===== config.mk =====
export PLATFORM = sky130hd
export DESIGN_NAME = pipe_stage_skid
export DESIGN_NICKNAME = d
export VERILOG_FILES = /design/src/rtl/pipe_stage_skid.sv
export SDC_FILE = /design/constraint.sdc
export NUM_CORES = 1
export LEC_CHECK = 0
export ABC_AREA = 1
export BUFFER_PORTS_ARGS = -buffer_cell sky130_fd_sc_hd__buf_2
export CORE_MARGIN = 2
export CORE_UTILIZATION = 54
export DETAILED_ROUTE_END_ITERATION = 7
export PLACE_DENSITY = 0.82
export SETUP_SLACK_MARGIN = 0.5
export SYNTH_ARGS = -nofsm -noshare
export SYNTH_HDL_FRONTEND = slang
export SYNTH_SLANG_ARGS = --single-unit

===== constraint.sdc =====
create_clock -name clk -period 1.86 [get_ports clk]
set_input_delay 0.279 -clock clk [delete_from_list [all_inputs] [get_ports clk]]
set_output_delay 0.279 -clock clk [all_outputs]
set_load 0.02 [all_outputs]

===== src/rtl/pipe_stage_skid.sv =====
// Pipeline-boundary register with a two-entry skid buffer.
// Carries inst/pc/err across a stage boundary using valid/ready handshakes.
// The head register drives the outputs directly; the skid register absorbs one
// entry when downstream stalls in the same cycle an entry is accepted, so
// in_ready can be a flop with no combinational path from out_ready.
module pipe_stage_skid #(
  parameter int unsigned       DATA_W  = 16,
  parameter int unsigned       PC_W    = 16,
  parameter int unsigned       ERR_W   = 1,
  parameter logic [DATA_W-1:0] NOP_VAL = DATA_W'(16'b0000_1000_0000_0000),
  parameter int unsigned       CNT_W   = 16
) (
  input  logic              clk,
  input  logic              rst,

  input  logic              in_valid,
  output logic              in_ready,
  input  logic [DATA_W-1:0] in_inst,
  input  logic [PC_W-1:0]   in_pc,
  input  logic [ERR_W-1:0]  in_err,
  input  logic              in_kill,

  input  logic              flush,

  output logic              out_valid,
  input  logic              out_ready,
  output logic [DATA_W-1:0] out_inst,
  output logic [PC_W-1:0]   out_pc,
  output logic [ERR_W-1:0]  out_err,

  input  logic              cnt_clr,
  output logic [CNT_W-1:0]  stall_cnt
);

  typedef enum logic [1:0] {
    StEmpty = 2'd0,
    StOne   = 2'd1,
    StFull  = 2'd2
  } state_e;

  state_e state_q, state_d;

  logic              in_ready_q;
  logic              out_valid_q;

  logic [DATA_W-1:0] head_inst_q, head_inst_d;
  logic [PC_W-1:0]   head_pc_q,   head_pc_d;
  logic [ERR_W-1:0]  head_err_q,  head_err_d;

  logic [DATA_W-1:0] skid_inst_q, skid_inst_d;
  logic [PC_W-1:0]   skid_pc_q,   skid_pc_d;
  logic [ERR_W-1:0]  skid_err_q,  skid_err_d;

  logic [CNT_W-1:0]  stall_cnt_q;

  logic              accept;
  logic              consume;
  logic              stalled;
  logic [DATA_W-1:0] ent_inst;
  logic [ERR_W-1:0]  ent_err;

  assign accept  = in_valid & in_ready_q;
  assign consume = out_valid_q & out_ready;
  assign stalled = out_valid_q & ~out_ready;

  // Killed entries stay valid but carry a NOP and no error flags.
  assign ent_inst = in_kill ? NOP_VAL : in_inst;
  assign ent_err  = in_kill ? '0 : in_err;

  // Next-state and storage selection for the head/skid pair.
  always_comb begin
    state_d     = state_q;
    head_inst_d = head_inst_q;
    head_pc_d   = head_pc_q;
    head_err_d  = head_err_q;
    skid_inst_d = skid_inst_q;
    skid_pc_d   = skid_pc_q;
    skid_err_d  = skid_err_q;

    case (state_q)
      StEmpty: begin
        if (accept) begin
          state_d     = StOne;
          head_inst_d = ent_inst;
          head_pc_d   = in_pc;
          head_err_d  = ent_err;
        end
      end
      StOne: begin
        if (accept && consume) begin
          head_inst_d = ent_inst;
          head_pc_d   = in_pc;
          head_err_d  = ent_err;
        end else if (accept) begin
          state_d     = StFull;
          skid_inst_d = ent_inst;
          skid_pc_d   = in_pc;
          skid_err_d  = ent_err;
        end else if (consume) begin
          // Head becomes invalid: present a NOP, keep the last PC visible.
          state_d     = StEmpty;
          head_inst_d = NOP_VAL;
          head_err_d  = '0;
        end
      end
      StFull: begin
        if (consume) begin
          state_d     = StOne;
          head_inst_d = skid_inst_q;
          head_pc_d   = skid_pc_q;
          head_err_d  = skid_err_q;
        end
      end
      default: begin
        state_d     = StEmpty;
        head_inst_d = NOP_VAL;
        head_err_d  = '0;
      end
    endcase

    // Flush drops held and offered entries; PC is left untouched.
    if (flush) begin
      state_d     = StEmpty;
      head_inst_d = NOP_VAL;
      head_pc_d   = head_pc_q;
      head_err_d  = '0;
    end
  end

  // State, storage and registered handshake outputs.
  always_ff @(posedge clk) begin
    if (rst) begin
      state_q     <= StEmpty;
      in_ready_q  <= 1'b1;
      out_valid_q <= 1'b0;
      head_inst_q <= NOP_VAL;
      head_pc_q   <= '0;
      head_err_q  <= '0;
      skid_inst_q <= '0;
      skid_pc_q   <= '0;
      skid_err_q  <= '0;
    end else begin
      state_q     <= state_d;
      in_ready_q  <= (state_d != StFull);
      out_valid_q <= (state_d != StEmpty);
      head_inst_q <= head_inst_d;
      head_pc_q   <= head_pc_d;
      head_err_q  <= head_err_d;
      skid_inst_q <= skid_inst_d;
      skid_pc_q   <= skid_pc_d;
      skid_err_q  <= skid_err_d;
    end
  end

  // Saturating back-pressure counter; clear wins over increment.
  always_ff @(posedge clk) begin
    if (rst) begin
      stall_cnt_q <= '0;
    end else if (cnt_clr) begin
      stall_cnt_q <= '0;
    end else if (stalled && (stall_cnt_q != {CNT_W{1'b1}})) begin
      stall_cnt_q <= stall_cnt_q + 1'b1;
    end
  end

  assign in_ready  = in_ready_q;
  assign out_valid = out_valid_q;
  assign out_inst  = head_inst_q;
  assign out_pc    = head_pc_q;
  assign out_err   = head_err_q;
  assign stall_cnt = stall_cnt_q;

endmodule

==> flow_summary.json <==
{
  "syn_nets": 662,
  "setup_viol_count_final": 0,
  "ys_warn_count": 0,
  "syn_area_per_cell_um2": 6.675,
  "layout-drive-gt1-share": 0.3058,
  "grt_use_total": 0.2418,
  "final_nets": 762,
  "cts_buffers": 9,
  "stdcell_count": 825,
  "slew_headroom": 0.5926,
  "reg2reg_slack_ps": 410,
  "die_x_um": 91.62,
  "crit_arrival_ps": 1710,
  "skew_ps": 6.544,
  "vias_per_cell": 5.293,
  "ys_seq_area_frac": 0.4153,
  "max_freq_mhz": 690.9,
  "dr.pass1.iters": 5,
  "die_height_um": 91.62,
  "stdcell_area_um2": 5384,
  "worstPathMaxFanout": 8,
  "fin_ws_ps": 412.7,
  "synth-seq-cells": 86,
  "status": "complete, no violations",
  "pin_count": 91,
  "wire_per_inst_um": 13.34,
  "syn_area_um2": 4145,
  "grt_pass1_vias": 3873,
  "cellPowerDensity_nw_per_um2": 711.2,
  "ys.flop_type": "dfxtp_1",
  "place_area_um2": 4746,
  "synth_top_area_cell": "dfxtp_1",
  "final.setup.tns_ps": 0,
  "clockBufferDepth": 2,
  "worstPathRequired_ps": 2120,
  "antennaDiodeCount": 0,
  "drtIter0Drc": 266,
  "synth_edf_count": 0,
  "power.total_mw": 3.829,
  "io_buffers": 90,
  "gp_congestion": 0.8823,
  "finalHoldWorstSlack_ps": 199.8,
  "antenna_found_initial": 0,
  "utilization": 0.7344,
  "netlist_instances": 621,
  "fp.coreArea_um2": 7331,
  "grt_setup_unrepaired": "true",
  "routed-via-count": 4367,
  "synth_common_cells": "153 x nand2_1, 86 x dfxtp_1, 83 x inv_1",
  "cap_violations": 0,
  "clkSinkCount": 86,
  "dp_slack_ps": 323.3,
  "drt-total-wl_mm": 11.01,
  "peakVddDrop_uv": 447.5,
  "drc": 0,
  "syn2layout_area_growth_pct": 29.88,
  "crit_path_start_kind": "register",
  "clock_latency_ps": 340,
  "fin_crit_sh": 0.7781,
  "ant_nets": 0,
  "dp.cells": 793,
  "dieArea_um2": 8393,
  "synthArstFlopShare": 0,
  "post-route-min-period_ps": 1447,
  "synthTopCellsByArea": "dfxtp_1 42%, nand2_1 14%, inv_1 7.5%",
  "synth_top_cell_area_share": 0.4153,
  "yosysMostFrequentCell": "nand2_1",
  "synth_cell_types": 28,
  "cp-end-kind": "register",
  "grt_overflow": 0,
  "clkTransAtPathRegs_ps": 90,
  "cts_max_level": 3,
  "slew_violations": 0,
  "cts_tree": "yes",
  "grt_max_degree": 47,
  "initial_core_util": 0.5655,
  "root_buffer": "clkbuf_8",
  "worst_pin_slew_ps": 607.4,
  "leakage_nw": 2.422,
  "hp-class": "primary input to register",
  "dpl.hpwl_mm": 6.893,
  "hold_viol_final": 0,
  "grt_pass1_wl_mm": 16.97,
  "crit_type": "register to register",
  "rows": 31
}
## sequential cells by signal (all words and copies together) (netlist names)
signal	count
out_pc	16
state_q	2
out_err	1
stall_cnt	16
out_valid	1
skid_pc_q	16
skid_err_q	1
out_inst	16
skid_inst_q	16
in_ready	1
## cell usage in the layout (no fill, tap or decap), types with 2 or more instances in the layout
cell type  count
nor3_1         2
buf_2         90
inv_2          3
xnor2_1        2
nor2_1        61
dfxtp_4        6
nand2_1      140
clkbuf_8      10
nand3_2        5
dfxtp_1       66
a21oi_1       46
nand2_2       11
o21ai_0       43
a21oi_2       17
o21ai_2        3
buf_12         3
inv_4          3
o211ai_1      16
nor2_2         5
xor2_1         4
nand3_1       30
clkbuf_16      2
nand2_4        7
o21ai_1        4
buf_4         13
buf_6          9
clkinv_4       2
nand4_1        5
dfxtp_2       14
inv_1         81
nor2_4        10
## path summary, 6_finish.rpt
check | start | to | cells after the start
setup reg to reg | state_q[1] | out_inst[6] | 9
hold reg to reg | skid_pc_q[10] | skid_pc_q[10] | 2
hold / removal | rst | skid_inst_q[11] | 2
setup / recovery | state_q[1] | out_inst[6] | 9
## layout make-up
class                   count  area, um^2
inverters                  89       349.1
clock inverters             4       27.53
well taps                  99       123.9
multi-input cells         418        2193
flip-flops and latches     86        1762
fillers                   578        1947
repair buffers            117       762.0
clock buffers              12       166.4
## worst max-delay path, stage by stage, from the launching register on
cell and delay [ps]:
dfxtp_4 380, inv_4 80, nor2_4 60, nand2_2 110
nand2_4 80, a21oi_4 190, buf_6 140, buf_6 110
nand2_1 70, a21oi_2 140
## kinds of logic (layout without fill, tap and decap cells)
| group | after synthesis | in the layout | synth area share |
|---|---|---|---|
| simple gates | 278 | 278 | 0.2798 |
| compound gates | 132 | 132 | 0.1733 |
| buf+inv | 117 | 222 | 0.1138 |
| flops | 86 | 86 | 0.4153 |
| xor+xnor | 7 | 7 | 0.01479 |
| fa+ha+maj | 1 | 1 | 0.003018 |
## report_power, final
part           leakage (nW)  switching [mW]  internal (mW)
clock                0.0980           0.658          0.606
combinational          1.61           0.386          0.232
sequential            0.710          0.0381           1.91
total                  2.42            1.08           2.75
## metal layers
metal / wire [um] / track usage / share of wire / up-vias
li1: - / - / - / 2168
met1: 4593 / 0.3108 / 0.42 / 2000
met2: 5422 / 0.4044 / 0.49 / 166
met3: 738 / 0.04026 / 0.067 / 33
met4: 253 / 0.09596 / 0.023 / 0
met5: 0 / 0 / 0 / -
## timing repair
action,in CTS,in global routing
resized for setup,23,73
gates cloned,2,2
setup buffers,3,9
setup endpoints to repair,73,76
pin swaps,8,16
hold buffers,0,0
Note: power is estimated with default switching activity, not from simulation.
